--- config.mk ---
export PLATFORM = sky130hd
export DESIGN_NAME = wide_add_seq
export DESIGN_NICKNAME = d
export VERILOG_FILES = /design/src/rtl/wide_add_seq.sv
export SDC_FILE = /design/constraint.sdc
export NUM_CORES = 1
export LEC_CHECK = 0
export BUFFER_PORTS_ARGS = -buffer_cell sky130_fd_sc_hd__buf_2
export CELL_PAD_IN_SITES_DETAIL_PLACEMENT = 1
export CELL_PAD_IN_SITES_GLOBAL_PLACEMENT = 1
export CORE_MARGIN = 2
export CORE_UTILIZATION = 33
export DETAILED_ROUTE_END_ITERATION = 16
export GPL_ROUTABILITY_DRIVEN = 0
export HOLD_SLACK_MARGIN = 0.08
export PLACE_DENSITY_LB_ADDON = 0.1
export RECOVER_POWER = 50
export SLEW_MARGIN = 20
export SYNTH_ARGS = -nofsm -noshare
export SYNTH_HDL_FRONTEND = slang
export SYNTH_SLANG_ARGS = --single-unit
--- constraint.sdc ---
create_clock -name clk -period 9.01 [get_ports clk]
set_clock_uncertainty 0.15 [all_clocks]
set_input_delay 1.3515 -clock clk [delete_from_list [all_inputs] [get_ports clk]]
set_output_delay 1.3515 -clock clk [all_outputs]
set_load 0.005 [all_outputs]
--- src/rtl/wide_add_seq.sv ---
// Word-serial multi-precision adder: chains carry across WORDS 32-bit words through an external adder.
// Latency: one cycle from the accept edge to out_valid/out_sum; one word per cycle while drained.
// Backpressure: single output register; in_ready drops while a result is held and out_ready is low.
module wide_add_seq #(
    parameter int WORDS = 4
) (
    input  logic        clk,
    input  logic        rst_n,
    input  logic        sync_clr,
    input  logic        in_valid,
    output logic        in_ready,
    input  logic [31:0] in_a,
    input  logic [31:0] in_b,
    output logic [31:0] add_a,
    output logic [31:0] add_b,
    input  logic [31:0] add_sum,
    input  logic        add_cout,
    output logic        out_valid,
    input  logic        out_ready,
    output logic [31:0] out_sum,
    output logic        out_last,
    output logic        out_cout,
    output logic        out_ovf,
    output logic        out_zero
);

    localparam int IW = (WORDS > 2) ? $clog2(WORDS) : 1;
    localparam logic [IW-1:0] LAST_IDX = IW'(WORDS - 1);

    logic [IW-1:0] idx;
    logic          cy;
    logic          zacc;

    logic          accept;
    logic          cin;
    logic [31:0]   w;
    logic          c;
    logic          c31;
    logic          ovf;
    logic          is_first;
    logic          is_last;
    logic          zero_so_far;

    // The adder sits outside this block; operands go straight through to it.
    assign add_a = in_a;
    assign add_b = in_b;

    // Handshake: the output register is the only storage, so accept only when it is free or draining.
    assign in_ready = !sync_clr && (!out_valid || out_ready);
    assign accept   = in_valid && in_ready;

    // Fold the chained carry into the adder's result; word 0 never sees a carry-in.
    always_comb begin
        is_first    = (idx == '0);
        is_last     = (idx == LAST_IDX);
        cin         = is_first ? 1'b0 : cy;
        w           = add_sum + {31'b0, cin};
        c           = add_cout | (cin & (&add_sum));
        c31         = in_a[31] ^ in_b[31] ^ w[31];
        ovf         = c31 ^ c;
        zero_so_far = (is_first ? 1'b1 : zacc) & (w == 32'h0);
    end

    // Word counter, carry chain, zero accumulator and the registered result stage.
    always_ff @(posedge clk or negedge rst_n) begin
        if (!rst_n) begin
            idx       <= '0;
            cy        <= 1'b0;
            zacc      <= 1'b1;
            out_valid <= 1'b0;
            out_sum   <= 32'h0;
            out_last  <= 1'b0;
            out_cout  <= 1'b0;
            out_ovf   <= 1'b0;
            out_zero  <= 1'b0;
        end else if (sync_clr) begin
            idx       <= '0;
            cy        <= 1'b0;
            zacc      <= 1'b1;
            out_valid <= 1'b0;
            out_sum   <= 32'h0;
            out_last  <= 1'b0;
            out_cout  <= 1'b0;
            out_ovf   <= 1'b0;
            out_zero  <= 1'b0;
        end else if (accept) begin
            out_valid <= 1'b1;
            out_sum   <= w;
            if (is_last) begin
                out_last <= 1'b1;
                out_cout <= c;
                out_ovf  <= ovf;
                out_zero <= zero_so_far;
                idx      <= '0;
                cy       <= 1'b0;
                zacc     <= 1'b1;
            end else begin
                out_last <= 1'b0;
                out_cout <= 1'b0;
                out_ovf  <= 1'b0;
                out_zero <= 1'b0;
                idx      <= idx + IW'(1);
                cy       <= c;
                zacc     <= zero_so_far;
            end
        end else if (out_ready) begin
            out_valid <= 1'b0;
        end
    end

endmodule
# [Yosys cells after proc, flatten, opt, wreduce, memory -nomap -nowiden]
# Cells that the tools add are included.
[totals] reg_bits=41 latch_bits=0 ramBits=0 rom_bits=0 inputBits=102 out_inout_bits=102 memories=0
[op_classes] n_addsub=2 mul=0 div_mod_pow=0 n_lt_le_gt_ge=0 n_eq_ne=1 n_shift=0 n_mux=28 bitwise_logic=6 n_reduce_logical=10
[op_table] op="32-bit 2-to-1 mux" n=2
[op_table] op="32-bit by 1-bit adder with 32-bit output" n=1
[op_table] op="32-bit zero test" n=1
[op_table] op="32-bit AND reduction" n=1
[op_table] op="1-bit 2-to-1 mux" n=23
[op_table] op="2-bit 2-to-1 mux" n=3
[op_table] op="3-bit nonzero test" n=1
[op_table] op="1-bit XOR" n=3
[op_table] op="2-bit by 1-bit adder with 2-bit output, second input constant" n=1
[op_table] op="1-bit AND" n=2
[op_table] op="2-bit equality test, second input constant" n=1
[op_table] op="1-bit logical AND" n=2
[op_table] op="1-bit zero test" n=2
[op_table] op="2-bit zero test" n=1
[op_table] op="2-bit nonzero test" n=1
[op_table] op="1-bit logical OR" n=1
[op_table] op="1-bit bitwise OR" n=1

# [Longest topological paths before layout]
# Gate-level depths: netlist (run 1).
[logic_depth] ltp_word=8 ltp_mapped=15 mapped_depth_nobuf=13

# [Least setup slack after synthesis (run 1)]
# No wires, ideal clock.
[synth_path] path_kind="input-to-reg" startpoint="input port add_sum[0]" endpoint="register zacc" setup_ps=73 arrival_ps=3357 required_ps=8787 slack_ps=5430 cell_stages=12 cell_sequence="ha_1 ha_1 buf_2 and4_1 buf_2 nand4_1 nor4_1 xnor2_1 nand2_1 nor4_2 a31oi_1 a21oi_1"
[synth_between] elab_chain_cells=6
[synth_lines] item="start, declared" line="16" text="input logic [31:0] add_sum,"
[synth_lines] item="32-bit by 1-bit adder with 32-bit output" line="57" text="w = add_sum + {31'b0, cin};"
[synth_lines] item="32-bit zero test" line="61" text="zero_so_far = (is_first ? 1'b1 : zacc) & (w == 32'h0);"
[synth_lines] item="1-bit AND" line="61"
[synth_lines] item="1-bit 2-to-1 mux" line="89" text="if (is_last) begin"
[synth_lines] item="1-bit 2-to-1 mux" line="86" text="end else if (accept) begin"
[synth_lines] item="1-bit 2-to-1 mux" line="76" text="end else if (sync_clr) begin"
[synth_lines] item="end signal, assigned" line="104" text="zacc <= zero_so_far;"
[synth_lines] item="end, declared" line="32" text="logic zacc;"
# Every way passes these cells. The select of a mux whose other input is x is not followed.
# A chain may end at the register's enable or synchronous reset.

# [Final worst setup path (run 1)]
[layout_path] startpoint="input port sync_clr" endpoint="output port in_ready"
[layout_between] elab_chain_cells=2
[layout_lines] item="start, declared" line="9" text="input logic sync_clr,"
[layout_lines] item="1-bit zero test" line="49" text="assign in_ready = !sync_clr && (!out_valid || out_ready);"
[layout_lines] item="1-bit logical AND" line="49"
[layout_lines] item="end, declared" line="11" text="output logic in_ready,"
# Every way passes these cells.

==> qor.yml, run 1 <==
outcome: "finished with violations"
violations: "max-capacitance violations, max-slew violations"
synth_seq_cells: 41
fin_setup_tns_ps: 0
setup_violations: 0
syn-cell-area_sq_mm: 0.003289
path_buf_inv: 2
yosysTopAreaCell: "dfrtp_1"
netlist_instances: 382
crit_path_top_delay_cell: "clkbuf_1"
antenna_cells: 0
drtIter0Drc: 87
synth_cell_types: 46
grt_pass1_vias: 2827
num_io_pins: 204
cp.required_ps: 7510
design_area_sq_mm: 0.003381
ys.flop_type: "dfrtp_1"
rows: 36
max_cap_viol_count: 1
avgViaCountPerCell: 5.209
wl_met2_um: 4305
swShare_pct: 29.56
seq_power_share_pct: 45.8
wl_per_cell_um: 17.97
areaGrowthSynthToFinish_pct: 2.777
wl_um: 9275
synth-async-reset-ratio_pct: 100.0
slew_violations: 43
grt_max_degree: 67
p_per_area_mw_per_mm2: 131.1
yosysMostFrequentCell: "buf_4"
die_w_um: 103.8
vias: 2688
synth_nets: 488
switchingPower_uw: 131.0
cp_cell_sequence: "clkbuf_1 > nor2_1 > buf_2"
netlist.area_leader.share_pct: 30.43
worst_pin_slew_ps: 1693
fin_nets: 488
dpl.hpwl_um: 6835
antenna_left: 0
grt_first_pass_wirelength_um: 15190
cp-end-kind: "primary output"
clkLatencyLatePin_ps: 300
crit_fanout: 42
yosysWarnings: 0
combPwrFrac_pct: 18.6
min_period_ps: 4506
relSlewSlack_pct: -12.86
highest_layer: "met4"
clockRootBuffer: "clkbuf_8"
dieHeight_um: 103.8
synth_commonest_cells: "buf_4 (65), dfrtp_1 (40), nand3b_1 (36), o21ai_0 (30), nand2_1 (27)"
worstPathArrival_ps: 3000
cpPeakStageDelay_ps: 1200
fin_util_pct: 34.75
place_area_sq_mm: 0.003283
routedLengthMet1_um: 4273
post_cts_resize_count: 0
initial_core_util_pct: 33.81
synth-seq-area-share_pct: 31.23
met3_length_um: 443
cts_sinks: 41
ir_drop_mv: 0.08960
core_area_sq_mm: 0.009729
avgSynthCellArea_sq_um: 8.611
finalPower_uw: 443.3
clock_path_buffers: 2
clk_pin_slew_ps: 90
grt_overflow: 0
finalCritPeriodShare_pct: 50.01
die_area_sq_mm: 0.01078
leakagePower_uw: 0.001384
ctsHoldBuffers: 0
fmax_mhz: 221.9
cts-buffers-inserted: 5
cts_tree: "done"
h-tree-depth: 2
p_int_uw: 312.3
firstDrtPassIters: 4
synth_edf_count: 0
drc_errors: 0
worst_setup_path_start_kind: "input pin"
grt_antenna_before_repair: 0
finalHoldViolations: 0
power_frac_clock_pct: 35.6
synthTopCellsByArea: "dfrtp_1 (30%), buf_4 (15%), nand3b_1 (8.2%), xnor2_1 (4.8%), o21ai_0 (4.6%)"
rsz0062_at_grt: "no"
drive_above_1_share_pct: 22.98
io_buffers: 79
hp-class: "reg2reg"
crit_type: "in2out"
grt_usage_pct: 17.21
postCtsSetupBuffers: 0
critPathTopFamily: "buffers and inverters"
-- per-layer routing --
metal  GRT usage [%]  vias up
li1                -     1275
met1           22.48     1298
met2           27.96       72
met3           3.461       43
met4           6.660        0
met5               0        -
-- area by class of cell --
| cell class | instances | area [sq um] |
|---|---|---|
| tap | 133 | 166.4 |
| clock buffer | 5 | 68.82 |
| fill | 1217 | 6349 |
| timing repair buffer | 82 | 392.9 |
| multi-input combinational | 248 | 1664 |
| clock inverter | 3 | 46.29 |
| inverter | 4 | 15.01 |
| sequential | 41 | 1027 |
-- metrics by stage --
step	worst slack (ps)	hold slack, ps	std cells
after floorplan	5430	320.6	382
after global placement	5056	337.6	507
after detailed placement	4949	341.9	507
after CTS	5249	368.0	515
after global routing	4339	389.2	516
final	4504	363.1	516
-- cell families after synthesis --
| kind of cell | synth area share [%] |
|---|---|
| compound gates | 7.874 |
| xor+xnor | 9.319 |
| fa+ha+maj | 1.522 |
| buf+inv | 18.26 |
| flops | 31.23 |
| mux | 2.358 |
| simple gates | 29.44 |
-- path summary, 6_finish.rpt --
check                           slack [ps]  cells after the start                   start                 endpoint
worst max-delay path                  4500                      3                sync_clr                 in_ready
worst min-delay path                   360                      2  out_sum[6]$_DFFE_PN0P_   out_sum[6]$_DFFE_PN0P_
worst max register to register        5540                     13      idx[0]$_DFFE_PN0P_         zacc$_DFFE_PN1P_
worst min register to register         360                      2  out_sum[6]$_DFFE_PN0P_   out_sum[6]$_DFFE_PN0P_
max in group asynchronous             5930                      2                   rst_n  out_sum[26]$_DFFE_PN0P_
min in group asynchronous             1120                      1                   rst_n     out_last$_DFFE_PN0P_
-- worst register-to-register path, cell delays in order, from the launching register on --
cell and delay [ps]:
dfrtp_1 390, inv_1 70, ha_1 210, nor2b_1 150
ha_1 240, ha_1 350, and4_1 390, nand4_1 190
nor4_1 370, xnor2_1 190, nand2_1 90, nor4_2 310
a31oi_1 130, a21oi_1 160
-- power by group through the flow --
stage                     Combinational, uW  Sequential, uW  Clock (uW)
final                                  82.5             203         158
after global routing                   93.1             205         168
after CTS                              85.4             203         165
after detailed placement               84.9             207           0
after global placement                 84.1             207           0
after floorplan                        65.7             207           0
-- state kept, by name, indices dropped and copies added (netlist names) --
signal,cells
out_last,1
out_valid,1
out_ovf,1
out_cout,1
cy,1
out_sum,32
out_zero,1
idx,2
zacc,1
-- cells in the final DEF (no fill, tap or decap), drive strengths merged, types with 3 or more instances in the layout --
| master | netlist | layout |
|---|---|---|
| a21oi | 3 | 3 |
| and2 | 4 | 4 |
| and3 | 7 | 7 |
| and4 | 5 | 5 |
| buf | 72 | 64 |
| clkbuf | 17 | 23 |
| dfrtp | 40 | 40 |
| ha | 4 | 4 |
| inv | 4 | 4 |
| mux2 | 3 | 3 |
| mux2i | 4 | 4 |
| nand2 | 27 | 27 |
| nand3 | 21 | 21 |
| nand3b | 36 | 36 |
| nand4 | 18 | 18 |
| nor2 | 12 | 12 |
| nor3 | 7 | 7 |
| nor4 | 7 | 7 |
| o21ai | 32 | 32 |
| o22ai | 3 | 3 |
| o31ai | 3 | 3 |
| or3 | 4 | 4 |
| xnor2 | 18 | 18 |
| xor2 | 17 | 17 |
Note: power is estimated with default switching activity, not from simulation.
==> inputs of run 2 (changes only) <==
--- a/config.mk
+++ b/config.mk
@@ -9,7 +9,7 @@
 export CELL_PAD_IN_SITES_DETAIL_PLACEMENT = 1
 export CELL_PAD_IN_SITES_GLOBAL_PLACEMENT = 1
 export CORE_MARGIN = 2
-export CORE_UTILIZATION = 33
+export CORE_UTILIZATION = 30
 export DETAILED_ROUTE_END_ITERATION = 16
 export GPL_ROUTABILITY_DRIVEN = 0
 export HOLD_SLACK_MARGIN = 0.08
==> constraint.sdc (replaced) <==
create_clock -name clk -period 4.5 [get_ports clk]
set_clock_uncertainty 0.15 [all_clocks]
set_input_delay 0.675 -clock clk [delete_from_list [all_inputs] [get_ports clk]]
set_output_delay 0.675 -clock clk [all_outputs]
set_load 0.005 [all_outputs]
==> run 2 against run 1 <==
Net effect:
- non-clock buffer count decreased by 1
- combinational power increased by 100%
- largest cell class unchanged
- wire length increased by 4.2%
- count of clock-buffer cells in the layout unchanged
- the run still ends with max-capacitance violations, max-slew violations left
==> qor.yml, run 2 (synthesized netlist as in run 1, its figures left out) <==
regMostFlops: "out_sum"  # unchanged
rsz0062_at_grt: "no"  # unchanged
slew_violations: 85  # was 43
largest_reg_flops: 32  # unchanged
reg_top3: "out_sum x32, idx x2"  # unchanged
final_cell_mix: "buf_2 (77), dfrtp_1 (40), nand3b_1 (36), o21ai_0 (30), nand2_1 (26)"  # was buf_2 (62), dfrtp_1 (40), nand3b_1 (36), o21ai_0 (30), nand2_1 (26)
hold_slack_ps: 367.2  # was 363.1 ps
crit_fanout: 8  # was 42
fin_ws_ps: 1070  # was 4504 ps
finalHoldViolations: 0  # unchanged
antenna_left: 0  # unchanged
ir_drop_mv: 0.1641  # was 0.08960 mV
setup_violations: 0  # unchanged
ctsHoldBuffers: 0  # unchanged
relSlewSlack_pct: -58.75  # was -12.86%
fillers: 1290  # was 1,217
grt_antenna_before_repair: 0  # unchanged
clk_pin_slew_ps: 100  # was 90 ps
fmax_mhz: 291.5
grt_max_degree: 43  # was 67
io_buffers: 79  # unchanged
fin_nets: 487  # was 488
wl_um: 9662  # was 9275 um
grt_usage_pct: 16.48  # was 17.21%
grt_overflow: 0  # unchanged
rows: 38  # was 36
highest_layer: "met4"  # unchanged
drtIter0Drc: 104  # was 87
die_area_sq_mm: 0.01182  # was 0.01078 sq mm
violations: "max-capacitance violations, max-slew violations"  # unchanged
drc_errors: 0  # unchanged
place_ws_ps: 1066  # was 4949 ps
routedLengthMet1_um: 4212  # was 4273 um
place_inst: 514  # was 507
fin_util_pct: 31.89  # was 34.75%
crit_path_top_delay_cell: "and4_1"  # was clkbuf_1
initial_core_util_pct: 30.61  # was 33.81%
h-tree-depth: 2  # unchanged
clock_path_buffers: 2  # unchanged
worstPathArrival_ps: 3520  # was 3000 ps
die_w_um: 108.7  # was 103.8 um
grt_first_pass_wirelength_um: 14920  # was 15,190 um
worst_setup_path_start_kind: "register"  # was input pin
postCtsSetupBuffers: 0  # unchanged
dieHeight_um: 108.7  # was 103.8 um
wl_met2_um: 4635  # was 4305 um
worst_pin_slew_ps: 2381  # was 1693 ps
cp.required_ps: 4590  # was 7510 ps
clockRootBuffer: "clkbuf_8"  # unchanged
cp_cell_sequence: "inv_1 > ha_1 > nor2b_1 > ha_1 > ha_1 > and4_1 > nand4_1 > nor4_1 > xnor2_1 > nand2_1 > nor4_2 > a31oi_1 > a21oi_1"  # was clkbuf_1 > nor2_1 > buf_2
met3_length_um: 555  # was 443 um
crit_type: "reg2reg"  # was in2out
leakagePower_uw: 0.001456  # was 0.001384 uW
max_cap_viol_count: 2  # was 1
avgViaCountPerCell: 5.130  # was 5.209
min_period_ps: 3430
cp-end-kind: "register"  # was primary output
layout_commonest_cell: "buf_2"  # unchanged
cpPeakStageDelay_ps: 410  # was 1200 ps
wl_per_cell_um: 18.51  # was 17.97 um
cts_sinks: 41  # unchanged
hp-class: "reg2reg"  # unchanged
grt_pass1_vias: 2716  # was 2,827
p_per_area_mw_per_mm2: 278.9  # was 131.1 mW/mm^2
core_area_sq_mm: 0.01075  # was 0.009729 sq mm
vias: 2678  # was 2,688
fin_setup_tns_ps: 0  # unchanged
drive_above_1_share_pct: 26.96  # was 22.98%
cts_tree: "done"  # unchanged
outcome: "finished with violations"  # unchanged
num_io_pins: 204  # unchanged
antenna_cells: 0  # unchanged
dpl.hpwl_um: 7280  # was 6835 um
finalCritPeriodShare_pct: 76.23
areaGrowthSynthToFinish_pct: 4.184  # was 2.777%
firstDrtPassIters: 5  # was 4
layout.cells.non_filler: 522  # was 516
critPathTopFamily: "simple AND/OR/NAND/NOR gates"  # was buffers and inverters
cp_common_cell: "ha_1"
cts-buffers-inserted: 5  # unchanged
path_buf_inv: 1  # was 2
post_cts_resize_count: 0  # unchanged
clkLatencyLatePin_ps: 310  # was 300 ps
==> run 2: cell type report <==
| type | instances | area [sq um] | area share, % |
|---|---|---|---|
| inverters | 4 | 15.01 | 0.4381 |
| repair buffers | 81 | 407.9 | 11.90 |
| clock buffers | 5 | 68.82 | 2.008 |
| multi-input cells | 248 | 1664 | 48.56 |
| well taps | 140 | 175.2 | 5.111 |
| clock inverters | 3 | 68.82 | 2.008 |
| flip-flops and latches | 41 | 1027 | 29.97 |
==> run 2: metrics by stage <==
stage / total power [uW] / area (sq um)
global placement: 583.5 / 3292
detailed placement: 585.3 / 3292
floorplan: 546.6 / 3289
global route: 999.6 / 3427
CTS: 969.5 / 3430
finish: 955.9 / 3427
==> run 2: path summary, 6_finish.rpt <==
kind                                           end  depth (start not counted)              startpoint  slack, ps
max                               zacc$_DFFE_PN1P_                         13      idx[0]$_DFFE_PN0P_       1070
min                         out_sum[4]$_DFFE_PN0P_                          2  out_sum[4]$_DFFE_PN0P_        370
max reg2reg                       zacc$_DFFE_PN1P_                         13      idx[0]$_DFFE_PN0P_       1070
min reg2reg                 out_sum[4]$_DFFE_PN0P_                          2  out_sum[4]$_DFFE_PN0P_        370
max in group asynchronous  out_sum[13]$_DFFE_PN0P_                          1                   rst_n       1920
min in group asynchronous   out_sum[0]$_DFFE_PN0P_                          1                   rst_n        920
==> run 2: worst min-delay path: stages, from the launching register on <==
cell and delay [ps]:
dfrtp_1 350, nand3b_1 70, o21ai_0 70
==> run 2: power by group <==
part	leakage (uW)	total [uW]	internal, uW	switching [uW]
Sequential	0.000544	407	394	13.5
Combinational	0.000843	167	67.5	99.3
Clock	0.0000687	382	224	158
==> run 2: routing by layer <==
metal | GRT usage [%] | vias up
li1 | - | 1271
met1 | 21.18 | 1278
met2 | 27.90 | 96
met3 | 2.570 | 33
met4 | 6.044 | 0
met5 | 0 | -
==> inputs of run 3 (changes only) <==
--- a/config.mk
+++ b/config.mk
@@ -5,11 +5,12 @@
 export SDC_FILE = /design/constraint.sdc
 export NUM_CORES = 1
 export LEC_CHECK = 0
+export ABC_AREA = 1
 export BUFFER_PORTS_ARGS = -buffer_cell sky130_fd_sc_hd__buf_2
 export CELL_PAD_IN_SITES_DETAIL_PLACEMENT = 1
 export CELL_PAD_IN_SITES_GLOBAL_PLACEMENT = 1
 export CORE_MARGIN = 2
-export CORE_UTILIZATION = 30
+export CORE_UTILIZATION = 29
 export DETAILED_ROUTE_END_ITERATION = 16
 export GPL_ROUTABILITY_DRIVEN = 0
 export HOLD_SLACK_MARGIN = 0.08
==> constraint.sdc (replaced) <==
create_clock -name clk -period 3.2 [get_ports clk]
set_clock_uncertainty 0.15 [all_clocks]
set_input_delay 0.48 -clock clk [delete_from_list [all_inputs] [get_ports clk]]
set_output_delay 0.48 -clock clk [all_outputs]
set_load 0.005 [all_outputs]
==> run 3 against run 2 <==
Net effect:
- the flow still finishes with violations (max-capacitance violations, max-slew violations)
- synthesized cell count is 23% higher
- via count up 11%
- die area rose by 2.3%
- sequential share of layout area down 0.17 points
- register-to-register slack worse by 730 ps
- largest cell class unchanged
==> qor.yml, run 3 <==
rows: 38  # unchanged
cp.required_ps: 3280  # was 4590 ps
dpl.hpwl_um: 8649  # was 7280 um
crit-reg2reg-launch: "idx[0]$_DFFE_PN0P_"  # unchanged
max_cap_viol_count: 1  # was 2
clkLatencyLatePin_ps: 290  # was 310 ps
post_cts_resize_count: 0  # unchanged
ctsHoldBuffers: 0  # unchanged
core_area_sq_mm: 0.01089  # was 0.01075 sq mm
clk_pin_slew_ps: 80  # was 100 ps
io_buffers: 79  # unchanged
finalPower_uw: 1191  # was 955.9 uW
fillers: 1405  # was 1,290
die_area_sq_mm: 0.01209  # was 0.01182 sq mm
avgViaCountPerCell: 4.699  # was 5.130
fin_setup_tns_ps: 0  # unchanged
synth-seq-area-share_pct: 31.54  # was 31.23%
hold_depth: 2  # unchanged
final_cell_mix: "nand2_1 (150), buf_2 (78), nor2_1 (61), inv_1 (43), dfrtp_1 (40)"  # was buf_2 (77), dfrtp_1 (40), nand3b_1 (36), o21ai_0 (30), nand2_1 (26)
fmax_mhz: 350.0  # was 291.5 MHz
worstReg2RegEnd: "zacc$_DFFE_PN1P_"  # unchanged
cp-end-kind: "register"  # unchanged
cts_sinks: 41  # unchanged
dieHeight_um: 110.0  # was 108.7 um
grt_antenna_before_repair: 0  # unchanged
synthTopCellsByArea: "dfrtp_1 (31%), nand2_1 (17%), buf_4 (15%), nor2_1 (7.0%), a22o_1 (6.7%)"  # was dfrtp_1 (30%), buf_4 (15%), nand3b_1 (8.2%), xnor2_1 (4.8%), o21ai_0 (4.6%)
synth_cell_types: 29  # was 46
fin_util_pct: 31.66  # was 31.89%
setup_violations: 0  # unchanged
yosysTopAreaCell: "dfrtp_1"  # unchanged
rsz0062_at_grt: "no"  # unchanged
areaGrowthSynthToFinish_pct: 5.840  # was 4.184%
worst_hold_startpoint: "sync_clr"  # was out_sum[4]$_DFFE_PN0P_
worst_pin_slew_ps: 2293  # was 2381 ps
p_per_area_mw_per_mm2: 345.5  # was 278.9 mW/mm^2
avgSynthCellArea_sq_um: 6.915  # was 8.611 sq um
violations: "max-capacitance violations, max-slew violations"  # unchanged
finalCritPeriodShare_pct: 89.29  # was 76.23%
holdPathEnd: "out_valid$_DFFE_PN0P_"  # was out_sum[4]$_DFFE_PN0P_
clock_path_buffers: 2  # unchanged
grt_max_degree: 42  # was 43
clockRootBuffer: "clkbuf_8"  # unchanged
antenna_left: 0  # unchanged
reg_top3: "out_sum x32, idx x2"  # unchanged
num_io_pins: 204  # unchanged
synth_edf_count: 0  # unchanged
ir_drop_mv: 0.1763  # was 0.1641 mV
postCtsSetupBuffers: 0  # unchanged
critPathLaunch: "idx[0]$_DFFE_PN0P_"  # unchanged
drtIter0Drc: 102  # was 104
r2r_cells: 17  # was 13
drive_above_1_share_pct: 22.20  # was 26.96%
firstDrtPassIters: 4  # was 5
vias: 2965  # was 2,678
die_w_um: 110.0  # was 108.7 um
grt_overflow: 0  # unchanged
wl_per_cell_um: 16.49  # was 18.51 um
grt_first_pass_wirelength_um: 16220  # was 14,920 um
ys.flop_type: "dfrtp_1"  # unchanged
worst_setup_path_start_kind: "register"  # unchanged
synth_commonest_cells: "nand2_1 (150), buf_4 (65), nor2_1 (61), inv_1 (43), dfrtp_1 (40)"  # was buf_4 (65), dfrtp_1 (40), nand3b_1 (36), o21ai_0 (30), nand2_1 (27)
netlist.area_leader.share_pct: 30.73  # was 30.43%
yosysWarnings: 0  # unchanged
initial_core_util_pct: 29.91  # was 30.61%
outcome: "finished with violations"  # unchanged
crit_fanout: 5  # was 8
hp-class: "in2reg"  # was reg2reg
synth_seq_cells: 41  # unchanged
cts_tree: "done"  # unchanged
synth_nets: 577  # was 488
wl_um: 10410  # was 9662 um
worstPathArrival_ps: 2940  # was 3520 ps
fin_nets: 596  # was 487
finalHoldViolations: 0  # unchanged
regMostFlops: "out_sum"  # unchanged
netlist_instances: 471  # was 382
syn-cell-area_sq_mm: 0.003257  # was 0.003289 sq mm
min_period_ps: 2857  # was 3430 ps
grt_pass1_vias: 3026  # was 2,716
h-tree-depth: 2  # unchanged
crit_type: "reg2reg"  # unchanged
largest_reg_flops: 32  # unchanged
relSlewSlack_pct: -52.86  # was -58.75%
antenna_cells: 0  # unchanged
grt_usage_pct: 17.74  # was 16.48%
cts-buffers-inserted: 5  # unchanged
synth-async-reset-ratio_pct: 100.0  # unchanged
yosysMostFrequentCell: "nand2_1"  # was buf_4
leakagePower_uw: 0.001831  # was 0.001456 uW
rrSetupSlack_ps: 340  # was 1070 ps
layout_commonest_cell: "nand2_1"  # was buf_2
slew_violations: 42  # was 85
drc_errors: 0  # unchanged
[run 3: final cells by class]
cell class	instances	area, sq um	area share (%)
clock inverter	1	7.507	0.2178
inverter	47	176.4	5.118
multi-input combinational	313	1545	44.83
tap	140	175.2	5.082
sequential	41	1027	29.80
timing repair buffer	82	429.2	12.45
clock buffer	7	86.33	2.505
[run 3: cell families after synthesis]
kind of cell / Yosys count / synth area share [%]
AND/OR/NAND/NOR: 261 / 34.77
AO/OA/AOI/OAI: 45 / 10.26
XOR/XNOR: 3 / 0.8069
flip-flops: 41 / 31.54
buffers and inverters: 117 / 21.09
adder cells (fa/ha/maj): 4 / 1.537
[run 3: worst max-delay path by stage]
stage	to	depth (start not counted)
after detailed placement	zacc$_DFFE_PN1P_	17
after floorplan	zacc$_DFFE_PN1P_	17
after CTS	zacc$_DFFE_PN1P_	17
after global routing	zacc$_DFFE_PN1P_	17
final	zacc$_DFFE_PN1P_	17
after global placement	zacc$_DFFE_PN1P_	17
[run 3: critical path, stage by stage, from the launching register on]
cell	delay (ps)
dfrtp_1	370
inv_1	80
ha_1	210
nor2_1	150
ha_2	240
ha_1	190
inv_1	100
nor2_4	170
nand2_1	150
nor2_2	160
nand2_1	70
nand2_1	110
nand2_1	70
nor2_1	120
nand2_1	90
nor2_1	120
nand3_2	110
a21oi_2	130
[run 3: stage by stage]
stage / hold slack (ps) / instance area [sq um] / cells / worst slack (ps)
after CTS: 211.9 / 3446 / 631 / 263.1
after detailed placement: 319.0 / 3352 / 623 / 289.3
after floorplan: 34.41 / 3257 / 471 / 802.6
final: 239.2 / 3447 / 631 / 342.8
after global placement: 308.6 / 3352 / 623 / 367.4
after global routing: 227.3 / 3447 / 631 / 28.12
[run 3: per-layer routing]
metal	wire [um]	track usage, %	share of wire [%]
met1	5139	24.76	49
met2	4612	29.14	44
met3	569	2.881	5.5
met4	85	3.165	0.82
met5	0	0	0
[run 3: power breakdown]
part	switching, uW	total (uW)	internal, uW	leakage (uW)
sequential	19.8	573	553	0.000544
combinational	153	248	94.6	0.00124
clock	194	370	176	0.0000445
